--- src/rtl/stage_fetch1_pkg.sv ---
// Shared fetch-stage types: fault codes, queue entry layout and queue depth.
package stage_fetch1_pkg;

  localparam int FE1_QDEPTH  = 2;
  localparam int FE1_FAULT_W = 2;

  typedef enum logic [FE1_FAULT_W-1:0] {
    FAULT_NONE   = 2'd0,
    FAULT_ACCESS = 2'd1,
    FAULT_PAGE   = 2'd2
  } fe_fault_e;

  typedef struct packed {
    logic [31:0] insn;
    logic [29:0] pc;
    logic        spec;
    fe_fault_e   fault;
  } fe_entry_t;

endpackage

--- src/rtl/stage_fetch1_queue.sv ---
// Two-entry in-order queue of fetched entries with push, pop and synchronous clear.
module stage_fetch1_queue
  import stage_fetch1_pkg::*;
(
  input  logic      clk_core,
  input  logic      reset_n,
  input  logic      push,
  input  fe_entry_t push_entry,
  input  logic      pop,
  input  logic      clear,
  output fe_entry_t head,
  output logic [1:0] count
);

  fe_entry_t mem [FE1_QDEPTH];
  logic      rd_ptr;
  logic      wr_ptr;

  assign head = mem[rd_ptr];

  // Entries are cleared at reset so the head reads as all-zero before the first push.
  always_ff @(posedge clk_core) begin
    if (!reset_n) begin
      for (int i = 0; i < FE1_QDEPTH; i++) mem[i] <= '0;
      rd_ptr <= 1'b0;
      wr_ptr <= 1'b0;
      count  <= 2'd0;
    end else if (clear) begin
      rd_ptr <= 1'b0;
      wr_ptr <= 1'b0;
      count  <= 2'd0;
    end else begin
      if (push) begin
        mem[wr_ptr] <= push_entry;
        wr_ptr      <= ~wr_ptr;
      end
      if (pop) rd_ptr <= ~rd_ptr;
      case ({push, pop})
        2'b10:   count <= count + 2'd1;
        2'b01:   count <= count - 2'd1;
        default: count <= count;
      endcase
    end
  end

endmodule

--- src/rtl/stage_fetch1.sv ---
// Fetch stage 1: tracks the outstanding icache request, queues responses for decode,
// and drops wrong-path responses after a redirect. Optional counters under FE1_PERF_EN.
module stage_fetch1
  import stage_fetch1_pkg::*;
#(
  parameter int QDEPTH  = FE1_QDEPTH,
  parameter int FAULT_W = FE1_FAULT_W
) (
  input  logic               clk_core,
  input  logic               reset_n,
`ifdef FE1_PERF_EN
  output logic [31:0]        fe1_perf_insn,
  output logic [31:0]        fe1_perf_stall,
`endif
  input  logic               fe0_valid,
  input  logic               fe0_speculative,
  input  logic [29:0]        fe0_read_addr,
  output logic               fe1_stall,
  input  logic               icache_ready,
  input  logic [31:0]        icache_data,
  input  logic [FAULT_W-1:0] icache_fault,
  output logic               fe1_valid,
  output logic [31:0]        fe1_insn,
  output logic [29:0]        fe1_pc,
  output logic               fe1_speculative,
  output logic [FAULT_W-1:0] fe1_fault,
  input  logic               de_stall,
  input  logic               de_setpc,
  input  logic               csr_setpc
);

  logic        flush;
  logic        resp;
  logic        push;
  logic        pop;
  logic        pending_p1;
  logic        drop_p1;
  logic        req_spec_p1;
  logic [29:0] req_pc_p1;
  logic [1:0]  count;
  logic [2:0]  occ_next;
  fe_entry_t   head;
  fe_entry_t   push_entry;

  assign flush = de_setpc | csr_setpc;
  assign resp  = pending_p1 & icache_ready;
  assign push  = resp & ~drop_p1 & ~flush;
  assign pop   = fe1_valid & ~de_stall & ~flush;

  // Occupancy ignores flush here; the stall term masks it instead.
  assign occ_next  = {1'b0, count} - {2'b00, pop} + {2'b00, resp & ~drop_p1};
  assign fe1_stall = (pending_p1 & ~icache_ready) | (~flush & (occ_next >= 3'(QDEPTH)));

  assign push_entry.insn  = icache_data;
  assign push_entry.pc    = req_pc_p1;
  assign push_entry.spec  = req_spec_p1;
  assign push_entry.fault = fe_fault_e'(icache_fault);

  // ---- request tracking (p1) ----
  always_ff @(posedge clk_core) begin
    if (!reset_n) begin
      pending_p1 <= 1'b0;
      drop_p1    <= 1'b0;
    end else begin
      if (fe0_valid)  pending_p1 <= 1'b1;
      else if (resp)  pending_p1 <= 1'b0;
      if (flush & pending_p1 & ~icache_ready) drop_p1 <= 1'b1;
      else if (resp)                          drop_p1 <= 1'b0;
    end
  end

  always_ff @(posedge clk_core) begin
    if (fe0_valid) begin
      req_pc_p1   <= fe0_read_addr;
      req_spec_p1 <= fe0_speculative;
    end
  end

  // ---- output queue (p2) ----
  stage_fetch1_queue u_fe1_queue (
    .clk_core   (clk_core),
    .reset_n    (reset_n),
    .push       (push),
    .push_entry (push_entry),
    .pop        (pop),
    .clear      (flush),
    .head       (head),
    .count      (count)
  );

  assign fe1_valid       = (count != 2'd0);
  assign fe1_insn        = head.insn;
  assign fe1_pc          = head.pc;
  assign fe1_speculative = head.spec;
  assign fe1_fault       = head.fault;

`ifdef FE1_PERF_EN
  always_ff @(posedge clk_core) begin
    if (!reset_n) begin
      fe1_perf_insn  <= 32'd0;
      fe1_perf_stall <= 32'd0;
    end else begin
      if (pop)       fe1_perf_insn  <= fe1_perf_insn + 32'd1;
      if (fe1_stall) fe1_perf_stall <= fe1_perf_stall + 32'd1;
    end
  end
`endif

endmodule

--- config.mk ---
export PLATFORM = sky130hd
export DESIGN_NAME = stage_fetch1
export DESIGN_NICKNAME = d
export VERILOG_FILES = /design/src/rtl/stage_fetch1_pkg.sv /design/src/rtl/stage_fetch1_queue.sv /design/src/rtl/stage_fetch1.sv
export SDC_FILE = /design/constraint.sdc
export NUM_CORES = 1
export LEC_CHECK = 0
export CORE_MARGIN = 2
export CORE_UTILIZATION = 52
export CTS_CLUSTER_SIZE = 16
export DETAILED_ROUTE_END_ITERATION = 7
export GPL_TIMING_DRIVEN = 0
export PLACE_DENSITY = 0.8
export SETUP_SLACK_MARGIN = 0.2
export SYNTH_ARGS = -nofsm -noshare
export SYNTH_HDL_FRONTEND = slang
export SYNTH_HIERARCHICAL = 1
export SYNTH_SLANG_ARGS = --single-unit
--- constraint.sdc ---
create_clock -name clk_core -period 9.5 [get_ports clk_core]
set_clock_uncertainty 0.1 [all_clocks]
set_input_delay 1.9 -clock clk_core [delete_from_list [all_inputs] [get_ports clk_core]]
set_output_delay 1.9 -clock clk_core [all_outputs]
set_load 0.05 [all_outputs]
======== Word-level counts from Yosys, hierarchy flattened ========
Memory sizes are Yosys's and may differ from the RTL's. A register that Yosys moved wholly into a read port is not among the register bits.
Index checks and enable logic that the tools add are counted.
storage, ports and cells
  register bits ........................... 37
  RAM bits ................................ 130
  output and inout bits ................... 67
  memories kept ........................... 1
memory list
  name             words  width  read ports  clocked after memory_dff  write ports  RTL line                  source
  u_fe1_queue.mem  2      65     1           1                         2            stage_fetch1_queue.sv:15  fe_entry_t mem [FE1_QDEPTH];
cells by class
  add/sub/neg operators ................... 4
  magnitude comparators ................... 1
  equal/unequal tests ..................... 2
  muxes and demuxes ....................... 14
  bitwise operators ....................... 18
  reductions and logical operators ........ 6
operators with widths
  cell                                                                    number
  65-bit 2-to-1 mux                                                       1
  65-bit OR reduction                                                     1
  1-bit 2-to-1 mux                                                        12
  1-bit AND                                                               9
  2-bit nonzero test                                                      4
  1-bit inverter                                                          7
  2-bit case mux with 2 select lines                                      1
  3-bit by 1-bit adder with 3-bit output                                  1
  3-bit by 2-bit >= comparator with 1-bit output (second input constant)  1
  2-bit by 1-bit subtractor with 3-bit output                             1
  2-bit by 1-bit adder with 2-bit output (second input constant)          1
  2-bit by 1-bit equality test with 1-bit output (second input constant)  1
  2-bit equality test (second input constant)                             1
  1-bit OR                                                                2
  2-bit OR reduction                                                      1
  2-bit by 1-bit subtractor with 2-bit output (second input constant)     1

======== Logic depth before layout (Yosys ltp) ========
  depth in word-level cells ............... 9
  depth in mapped cells ................... 9

======== By module ========
Netlist, hierarchy kept.
by module, submodules not included
  module              instances  cells an instance  area each (um^2)  seq. area each (um^2)
  stage_fetch1_queue  1          386                6022.0            4003.8
  stage_fetch1        1          53                 1117.3            970.9

======== Worst setup path after synthesis ========
OpenSTA, ideal clock, no wires.
  path kind ............................... input to register
  start point ............................. in csr_setpc
  end point ............................... mem u_fe1_queue/mem[0][0] in the netlist's numbering, enable pin
  library setup time ...................... 0.578 ns
  arrival time ............................ 7.305 ns
  required time ........................... 8.822 ns
  setup slack ............................. 1.517 ns
  stages .................................. 5
  buffers on the path ..................... 1
  cell sequence ........................... or2_1 buf_6 nor2_1 or2b_1 o21ai_0
RTL lines
  item                RTL line                  source
  start: declaration  stage_fetch1.sv:29        input logic csr_setpc
  end: declaration    stage_fetch1_queue.sv:15

======== Final worst setup path ========
  start point ............................. in csr_setpc
  end point ............................... out fe1_stall
on the way
  longest elaborated chain between the ends .. 8
ends and longest elaborated chain
  item                                            RTL line            source
  1-bit OR                                        stage_fetch1.sv:45  assign flush = de_setpc | csr_setpc;
  net flush                                       stage_fetch1.sv:32  logic flush;
  1-bit inverter                                  stage_fetch1.sv:48  assign pop = fe1_valid & ~de_stall & ~flush;
  1-bit AND                                       stage_fetch1.sv:48
  net pop                                         stage_fetch1.sv:35  logic pop;
  2-bit by 1-bit subtractor with 3-bit output     stage_fetch1.sv:51  assign occ_next = {1'b0, count} - {2'b00, pop} + {2'b00, resp & ~drop_p1};
  3-bit by 1-bit adder with 3-bit output          stage_fetch1.sv:51
  3-bit by 2-bit >= comparator with 1-bit output  stage_fetch1.sv:52  assign fe1_stall = (pending_p1 & ~icache_ready) | (~flush & (occ_next >= 3'(QDEPTH)));
  1-bit AND                                       stage_fetch1.sv:52
  1-bit OR                                        stage_fetch1.sv:52
  end: declaration                                stage_fetch1.sv:18  output logic fe1_stall,
The timed path passes the listed nets, and every way through them passes these cells.

==> results.py <==
metrics = {
    "grt": {
        "grt_pass1_wl_um": 22000,
        "grt_pass1_vias": 4378,
        "grt.total_usage_pct": 20.0,
        "grt_max_degree": 33,
        "grt.overflow.total": 0,
        "grt_antenna_before_repair": 0,
    },
    "cts": {
        "cts_repair_resize_count": 0,
        "cts_root_buf": "clkbuf_16",
        "cts.path.max_buffers": 2,
        "postCtsSetupRepairBufs": 0,
        "clock-sinks": 168,
        "cts_buffers": 17,
        "htreeDepth": 4,
        "insertion_delay_ns": 0.41,
        "cts_tree": "yes",
        "clkTransAtPathRegs_ns": 0.06,
        "cts_hold_buf": 0,
    },
    "detailed_routing": {
        "wl_um": 14100,
        "wl_per_cell_um": 17.9,
        "antenna_left": 0,
        "avgViaCountPerCell": 5.38,
        "drt_iter0_markers": 361,
        "drc": 0,
        "firstDrtPassIters": 5,
        "vias": 4248,
    },
    "synthesis": {
        "synth_cell_types": 31,
        "yosys_register_bits": 168,
        "synthSimpleGateAreaFrac_pct": 13.2,
        "synth_area_sq_um": 7140,
        "synth-compound-area-share_pct": 0.683,
        "synthXorXnorAreaFrac_pct": 0.491,
        "yosys_warnings": 6,
        "synthesis.nets": 514,
        "synthCells": 439,
        "seq_area_frac_synth_pct": 69.7,
        "avgSynthCellArea_sq_um": 16.3,
        "synth.area.mux_share_pct": 10.3,
        "synth_top_family_by_area": "simple AND/OR/NAND/NOR gates",
        "synth_fa_ha_area_share_pct": 0.631,
    },
    "layout": {
        "multiInputGateArea_sq_um": 1830,
        "diodes": 0,
        "nets": 675,
        "fill_cells": 899,
        "drive_gt1_share_pct": 22.7,
        "area_delta_synth_final_pct": 31.5,
        "seqCellArea_sq_um": 4970,
        "stdcell_count": 789,
    },
    "worst_setup_path": {
        "worstSetupEndpointType": "output pin",
        "crit_type": "in2out",
        "r2r_setup_slack_ns": 6.88,
        "path_max_fanout": 8,
        "r2r-end": "u_fe1_queue/mem[0][30]",
        "reg2regPathDepth": 6,
        "start_kind": "input port",
        "worstPathRequired_ns": 7.50,
        "reg2reg_from": "pending_p1",
        "arrival_ns": 4.73,
    },
    "sta": {
        "drv_slew": 0,
        "relSlewSlack_pct": 42.7,
        "setup_tns_ns": 0,
        "period_minus_slack_ns": 6.73,
        "hold_ws_ns": 0.407,
        "fin_crit_sh_pct": 70.9,
        "finalSetupViolCount": 0,
        "fmax_ghz": 0.149,
        "hold_viol": 0,
        "worstMarginPinSlew_ns": 0.856,
        "rsz0062_at_grt": "no",
    },
    "outcome": {
        "status": "completed",
    },
    "power_and_ir_drop": {
        "p_leak_uw": 0.00388,
        "p_per_area_nw_per_um2": 171,
        "power.total_uw": 1610,
        "ir_drop_mv": 0.179,
    },
    "die": {
        "io_pins": 139,
        "start_util_pct": 53.5,
        "dieArea_sq_um": 14700,
        "die_y_um": 121,
        "core-area_sq_um": 13300,
        "die_w_um": 121,
        "rows": 42,
    },
    "placed_design": {
        "place_hpwl_um": 9570,
        "port_buffers": 138,
        "place_congestion": 0.776,
        "place_inst": 757,
    },
    "hold_path": {
        "min_from": "drop_p1",
        "hold_class": "reg2reg",
        "whs_endpoint": "drop_p1",
        "hold_depth": 2,
    },
    "flow_run": {
        "drv_cap": 0,
    },
}
-- cell type report --
type	count	share of cell area, %
Tap cell	176	2.35
Clock buffer	20	4.65
Sequential cell	168	53.0
Buffer	36	3.71
Multi-Input combinational cell	232	19.5
Timing Repair Buffer	142	15.6
Inverter	3	0.120
Clock inverter	12	1.11
-- registers in the layout (all words and copies together) (netlist names), named ones only --
signal	flops
u_fe1_queue/mem	130
req_spec_p1	1
u_fe1_queue/rd_ptr	1
drop_p1	1
u_fe1_queue/wr_ptr	1
req_pc_p1	30
u_fe1_queue/count	2
pending_p1	1
-- routing by layer --
layer  track usage (%)  part of all wire [%]
met5                 0                     0
met2              34.0                    52
met3              4.42                   6.2
met4              7.61                   1.1
met1              25.3                    40
-- where the power goes --
part           internal [uW]  switching [uW]
Combinational           59.6            75.6
Sequential               841            8.98
Clock                    359             262
Total                   1260             346
-- metrics by stage --
stage / utilization (%) / cell area [sq um] / worst slack, ns
2_1_floorplan: - / 7140 / 1.52
3_3_place_gp: 65.5 / 8740 / -1.28
3_5_place_dp: 66.3 / 8850 / 2.75
4_1_cts: 70.4 / 9390 / 2.74
5_1_grt: 70.3 / 9390 / 2.60
6_report: 70.3 / 9390 / 2.77
-- how the worst max path moves through the flow --
stage          slack (ns)                endpoint  depth (start not counted)          from
2_1_floorplan        1.52   u_fe1_queue/mem[0][0]                          5     csr_setpc
3_3_place_gp        -1.28  u_fe1_queue/mem[0][31]                          6  icache_ready
3_5_place_dp         2.75               fe1_stall                         11     csr_setpc
4_1_cts              2.74               fe1_stall                         11     csr_setpc
5_1_grt              2.60               fe1_stall                         11     csr_setpc
6_report             2.77               fe1_stall                         11     csr_setpc
-- cell usage after synthesis (all sizes together) --
| library cell | number | area (sq um) |
|---|---|---|
| a21oi | 3 | 18.8 |
| and2 | 1 | 8.76 |
| and3 | 130 | 813 |
| buf | 31 | 324 |
| clkbuf | 5 | 23.8 |
| dfxtp | 7 | 140 |
| edfxtp | 161 | 4830 |
| fa | 1 | 20.0 |
| ha | 2 | 25.0 |
| inv | 3 | 11.3 |
| mux2 | 65 | 732 |
| nand2 | 4 | 15.0 |
| nor2 | 7 | 28.8 |
| nor2b | 3 | 26.3 |
| nor3b | 1 | 12.5 |
| o21a | 1 | 7.51 |
| o21ai | 3 | 15.0 |
| o21bai | 1 | 7.51 |
| or2 | 3 | 18.8 |
| or2b | 2 | 15.0 |
| or3 | 1 | 6.26 |
| xnor2 | 3 | 26.3 |
| xor2 | 1 | 8.76 |
-- worst max-delay path: stages --
cell and delay [ns]:
clkdlybuf4s50_1 0.39, or2_1 0.23, buf_6 0.15, nor3b_2 0.28
ha_1 0.20, inv_1 0.05, fa_1 0.39, xnor2_1 0.14
nor2_1 0.05, o21bai_1 0.12, clkdlybuf4s50_1 0.82
-- cells in the final DEF (no fill, tap or decap), types with 3 or more instances in the layout --
master and instances:
clkinv_4 3, edfxtp_1 161, and3_1 130, buf_12 3, clkbuf_16 17, clkbuf_2 4
clkbuf_1 4, nand2_1 4, buf_6 23, clkinvlp_4 3, or2_1 3, clkdlybuf4s50_1 137
dfxtp_1 7, xnor2_1 3, mux2_2 65, buf_4 6, clkinv_1 3, nor2_1 6
-- cell families after synthesis --
kind of cell | count (synthesis)
AO/OA/AOI/OAI | 8
XOR/XNOR | 4
adder cells (fa/ha/maj) | 3
buffers and inverters | 39
flip-flops | 168
multiplexers | 65
AND/OR/NAND/NOR | 152
(Power assumes the default switching activity.)
